--- config.mk ---
export PLATFORM = sky130hd
export DESIGN_NAME = stopwatch_seg_display
export DESIGN_NICKNAME = d
export VERILOG_FILES = /design/src/rtl/stopwatch_pkg.sv /design/src/rtl/bcd_to_seg.sv /design/src/rtl/stopwatch_seg_display.sv
export SDC_FILE = /design/constraint.sdc
export NUM_CORES = 1
export LEC_CHECK = 0
export CORE_AREA = 8 8 81 83
export CTS_CLUSTER_SIZE = 20
export DETAILED_ROUTE_END_ITERATION = 7
export DIE_AREA = 0 0 89 91
export PLACE_DENSITY = 0.73
export SYNTH_ARGS = -nofsm -noshare
export SYNTH_HDL_FRONTEND = slang
export SYNTH_SLANG_ARGS = --single-unit
--- constraint.sdc ---
create_clock -name clk -period 2.36 [get_ports clk]
set_input_delay 0.354 -clock clk [delete_from_list [all_inputs] [get_ports clk]]
set_output_delay 0.354 -clock clk [all_outputs]
set_load 0.01 [all_outputs]
--- src/rtl/stopwatch_pkg.sv ---
// Shared constants for the stopwatch seven-segment display path.
// Contents: active-low glyph constants (SEG_0..SEG_9, SEG_DASH, SEG_OFF),
// the anode-off pattern AN_OFF, the 2-bit digit index type and the
// slot-to-digit index constants (SEC_O=0, SEC_T=1, MIN_O=2, MIN_T=3).
package stopwatch_pkg;

    typedef logic [1:0] digit_idx_t;

    localparam digit_idx_t SEC_O = 2'd0;
    localparam digit_idx_t SEC_T = 2'd1;
    localparam digit_idx_t MIN_O = 2'd2;
    localparam digit_idx_t MIN_T = 2'd3;

    // Cathode order {g,f,e,d,c,b,a}, 0 = segment lit
    localparam logic [6:0] SEG_0    = 7'b1000000;
    localparam logic [6:0] SEG_1    = 7'b1111001;
    localparam logic [6:0] SEG_2    = 7'b0100100;
    localparam logic [6:0] SEG_3    = 7'b0110000;
    localparam logic [6:0] SEG_4    = 7'b0011001;
    localparam logic [6:0] SEG_5    = 7'b0010010;
    localparam logic [6:0] SEG_6    = 7'b0000010;
    localparam logic [6:0] SEG_7    = 7'b1111000;
    localparam logic [6:0] SEG_8    = 7'b0000000;
    localparam logic [6:0] SEG_9    = 7'b0010000;
    localparam logic [6:0] SEG_DASH = 7'b0111111;
    localparam logic [6:0] SEG_OFF  = 7'b1111111;

    localparam logic [3:0] AN_OFF   = 4'b1111;

endpackage

--- src/rtl/bcd_to_seg.sv ---
// Combinational BCD to seven-segment glyph decoder.
// Ports:
//   bcd  in  4  BCD digit; codes 10-15 render as a dash
//   seg  out 7  cathodes {g,f,e,d,c,b,a}, active-low
module bcd_to_seg
    import stopwatch_pkg::*;
(
    input  logic [3:0] bcd,
    output logic [6:0] seg
);

    always_comb begin
        seg = SEG_DASH;
        case (bcd)
            4'd0:    seg = SEG_0;
            4'd1:    seg = SEG_1;
            4'd2:    seg = SEG_2;
            4'd3:    seg = SEG_3;
            4'd4:    seg = SEG_4;
            4'd5:    seg = SEG_5;
            4'd6:    seg = SEG_6;
            4'd7:    seg = SEG_7;
            4'd8:    seg = SEG_8;
            4'd9:    seg = SEG_9;
            default: seg = SEG_DASH;
        endcase
    end

endmodule

--- src/rtl/stopwatch_seg_display.sv ---
// Time-multiplexed driver for a 4-digit common-anode seven-segment display.
// One digit is lit per slot of REFRESH_DIV cycles; the first BLANK_CYC cycles
// of each slot keep all anodes off. All four digits are snapshotted once per
// frame so a frame never mixes two counter values.
// Optional feature macro STOPWATCH_BLINK_EN: blank the digit pair under
// adjustment while blink_clk is high; without it adj/sel/blink_clk are ignored.
// Ports:
//   clk        in   1  system clock
//   rst        in   1  asynchronous active-high reset
//   blink_clk  in   1  slow square wave, level-sampled through a 2-flop sync
//   adj        in   1  adjust mode active
//   sel        in   1  adjust target: 0 = minutes pair, 1 = seconds pair
//   min_t/min_o/sec_t/sec_o in 4  BCD digits
//   seg        out  7  cathodes {g,f,e,d,c,b,a}, active-low
//   an         out  4  anodes, active-low; an[3]=min_t ... an[0]=sec_o
//   dp         out  1  decimal point, active-low (lit on the minutes-ones slot)
module stopwatch_seg_display
    import stopwatch_pkg::*;
#(
    parameter int unsigned REFRESH_DIV = 100000,
    parameter int unsigned BLANK_CYC   = 16
) (
    input  logic       clk,
    input  logic       rst,
    input  logic       blink_clk,
    input  logic       adj,
    input  logic       sel,
    input  logic [3:0] min_t,
    input  logic [3:0] min_o,
    input  logic [3:0] sec_t,
    input  logic [3:0] sec_o,
    output logic [6:0] seg,
    output logic [3:0] an,
    output logic       dp
);

    localparam int unsigned CntW = (REFRESH_DIV > 1) ? $clog2(REFRESH_DIV) : 1;

    logic [CntW-1:0]  slot_cnt_q;
    digit_idx_t       idx_q;
    logic [3:0][3:0]  snap_q;      // indexed by digit_idx_t
    logic             slot_wrap;
    logic             slot_dark;
    logic [6:0]       digit_seg;
    logic             blink_hide;
    logic [6:0]       seg_q;
    logic [3:0]       an_q, an_d;
    logic             dp_q, dp_d;

    assign slot_wrap = (slot_cnt_q == CntW'(REFRESH_DIV - 1));
    assign slot_dark = (slot_cnt_q < CntW'(BLANK_CYC));

    // Scan counter; the snapshot loads on the same edge that wraps idx 3 -> 0.
    always_ff @(posedge clk or posedge rst) begin
        if (rst) begin
            slot_cnt_q <= '0;
            idx_q      <= SEC_O;
            snap_q     <= '0;
        end else if (slot_wrap) begin
            slot_cnt_q <= '0;
            idx_q      <= digit_idx_t'(idx_q + 2'd1);
            if (idx_q == MIN_T) begin
                snap_q <= {min_t, min_o, sec_t, sec_o};
            end
        end else begin
            slot_cnt_q <= slot_cnt_q + CntW'(1);
        end
    end

    bcd_to_seg u_bcd_to_seg (
        .bcd (snap_q[idx_q]),
        .seg (digit_seg)
    );

`ifdef STOPWATCH_BLINK_EN
    logic blink_meta_q, blink_s_q;

    always_ff @(posedge clk or posedge rst) begin
        if (rst) begin
            blink_meta_q <= 1'b0;
            blink_s_q    <= 1'b0;
        end else begin
            blink_meta_q <= blink_clk;
            blink_s_q    <= blink_meta_q;
        end
    end

    // sel=1 hides the seconds pair (idx 0,1), sel=0 the minutes pair (idx 2,3)
    assign blink_hide = adj & blink_s_q & (sel ? ~idx_q[1] : idx_q[1]);
`else
    logic unused_blink_inputs;
    assign unused_blink_inputs = ^{adj, sel, blink_clk};
    assign blink_hide          = 1'b0;
`endif

    always_comb begin
        an_d = AN_OFF;
        dp_d = 1'b1;
        if (!slot_dark) begin
            an_d = ~(4'b0001 << idx_q);
            dp_d = (idx_q != MIN_O);
            if (blink_hide) begin
                an_d = AN_OFF;
            end
        end
    end

    // Outputs trail slot_cnt/idx by one cycle; seg changes only at slot start,
    // which always falls inside the dark window.
    always_ff @(posedge clk or posedge rst) begin
        if (rst) begin
            seg_q <= SEG_OFF;
            an_q  <= AN_OFF;
            dp_q  <= 1'b1;
        end else begin
            an_q <= an_d;
            dp_q <= dp_d;
            if (slot_cnt_q == '0) begin
                seg_q <= digit_seg;
            end
        end
    end

    assign seg = seg_q;
    assign an  = an_q;
    assign dp  = dp_q;

endmodule

==> run metrics <==
# port buffers=29; max-slew violation count=0; Yosys top cell area share=0.385; Data arrival, critical path=2.28 ns; number of fill cells=518; fin crit period=2.05 ns; Final Skew=0.00526 ns; P_leak=approximately 1.1 nW; area delta synth->final=19.9%; Final Hold Viols=0; cells after synthesis=183; antenna cells=0; Synth Area in Adders=0.0606; simple-gate share of the synthesized area=0.144; die width=89 um; global-route wire length before repair=7240 um; Max Fclk=around 0.49 GHz; gr ovfl total=0; WL per Instance=between 10 and 15 um; Hold Slack=around 0.51 ns; routability-driven placement congestion ratio=0.820; crit-path max cell delay=between 0.5 and 0.6 ns; postcts setup bufs=0; relative slew slack=0.626; number of remaining DRC errors=0; Die Ht=91 um; Syn Area/Cell=12.4 um^2; critical-path maximum fanout=7; worst-path cell chain=nor4_1 > nand4_2 > nor4b_4 > mux2_2; unrepaired setup endpoints after global routing=no; Clock Root Buffer=clkbuf_8; CTS Buf Count=5; CP max-delay cell=nor4b_4; status=finished, final reports clean; post-route ant nets=0; Worst Setup Start Kind=flip-flop; clock sinks=46; detailed-route via count=1437; via count normalized by instance count=4.99; CTS Buffer Depth=2; Seq/Total Area, Yosys=0.513; # hold bufs at CTS=0; Mapped Nets=215; Final setup viols=0; Hold Path Class=in -> async; Synth area leader=dfrtp_1; commonest cells in the netlist=dfrtp_1, mux2_2; largest cells by area after synthesis=dfrtp_1, dfstp_2, mux2_2; DRT iter0 DRCs=55; htree depth=2; area of the core=~5300 um^2; period utilization=0.870; reg2reg setup slack=0.31 ns; FF+latch count, synth=between 40 and 50; Ys Warns=0; TritonCTS clock tree=yes; site row count=27; final std cells w/o fill=288; Starting Density=0.426; layout net count=around 250; Compound-Gate Fraction of Synth Area=0.0270; crit end category=flip-flop; vias in the first global route=1583; I/O pin count=33; power per cell area=530 nW/um^2; post-CTS resize count=0; DP HPWL=just under 3000 um; Yosys cell types=32; DR pass1 iterations=4; max_cap viols=0; layout cells sized above 1=0.245; Async S/R FF share, synth=1.00; Setup TNS=0 ns; Post-Syn Area=2270 um^2; worst-margin pin slew=approximately 0.56 ns; final WL=3880 um; Post-Place Cells=280; largest family of logic cells by synthesized area=multiplexers; Clock Latency Late Sink=0.29 ns; EDFF count, synth=0; mux contribution to synthesized area=0.171; Required @ worst endpoint=2.59 ns; DIE AREA=8100 um^2; Peak VDD IR=0.348 mV; initial antenna violation count=0; clk slew on worst S/H paths=0.08 ns; Multi-input gate area=1040 um^2; most common cell in the netlist=dfrtp_1; Main synth FF type=dfrtp_1; GR Util All Layers=0.112; overall power=1.44 mW; WS Path Type=reg -> reg; post-synthesis xor/xnor area fraction=0.0540; pin count of the biggest net entering global routing=47; FF+latch area=1160 um^2
==> layout by cell type (no fill, tap or decap), drive strengths merged <==
master	instances
nor2b	4
dfrtp	35
nor3	6
or4	2
a21oi	2
nor2	10
nand2	11
nor4b	1
dfstp	11
inv	10
nor4	3
xnor2	9
or3	2
and2	2
o21ai	5
mux2i	4
mux4	4
nand4	4
mux2	23
ha	11
o31ai	3
xor2	5
clkinv	2
nand3	10
clkdlybuf4s50	29
buf	1
clkbuf	7
==> registers in the layout, indices dropped and copies added (netlist names) <==
name        count
slot_cnt_q     17
snap_q         16
seg             7
an              4
idx_q           2
==> kinds of logic after synthesis <==
logic type      Yosys count
compound gates           10
fa+ha+maj                11
buf+inv                  16
flops                    46
mux                      31
simple gates             55
xor+xnor                 14
==> critical path, delay by kind of cell (launching register included) <==
kind             cells  cell delay (ns)
multiplexers         1             0.40
flip-flops           1             0.43
AND/OR/NAND/NOR      3             1.15
==> metrics by stage <==
stage	utilization	setup WS [ns]	cell area, um^2
2_1_floorplan	-	0.456	2270
3_3_place_gp	0.493	0.312	2630
3_5_place_dp	0.493	0.282	2630
4_1_cts	0.510	0.284	2720
5_1_grt	0.510	0.109	2720
6_report	0.510	0.306	2720
==> worst paths after layout <==
kind                           startpoint              to  cells after the start
min in group clk           slot_cnt_q[11]  slot_cnt_q[11]                      1
setup / recovery           slot_cnt_q[15]          seg[0]                      4
setup reg to reg           slot_cnt_q[15]          seg[0]                      4
hold / removal                        rst        idx_q[0]                      3
hold reg to reg            slot_cnt_q[11]  slot_cnt_q[11]                      1
max in group asynchronous             rst          seg[0]                      3
==> cell type report <==
cell class | count | area share
Sequential cell | 46 | 0.428
Multi-Input combinational cell | 121 | 0.381
Timing Repair Buffer | 30 | 0.109
Tap cell | 72 | 0.0331
Clock buffer | 7 | 0.0317
Inverter | 11 | 0.0152
Clock inverter | 1 | 0.00184
==> report_power, final <==
part           internal (mW)  switching [mW]  total, mW
Clock                  0.236           0.253      0.489
Combinational         0.0734          0.0494      0.123
Sequential             0.819          0.0117      0.831
==> routing by layer <==
metal  routed length [um]  vias up  track usage
met2                 1800       26        0.168
met1                 1840      708        0.146
met5                    0        -            0
met3                  155        7       0.0288
li1                     -      696            -
met4                   87        0       0.0513
Power figures use the tool's default switching activity.
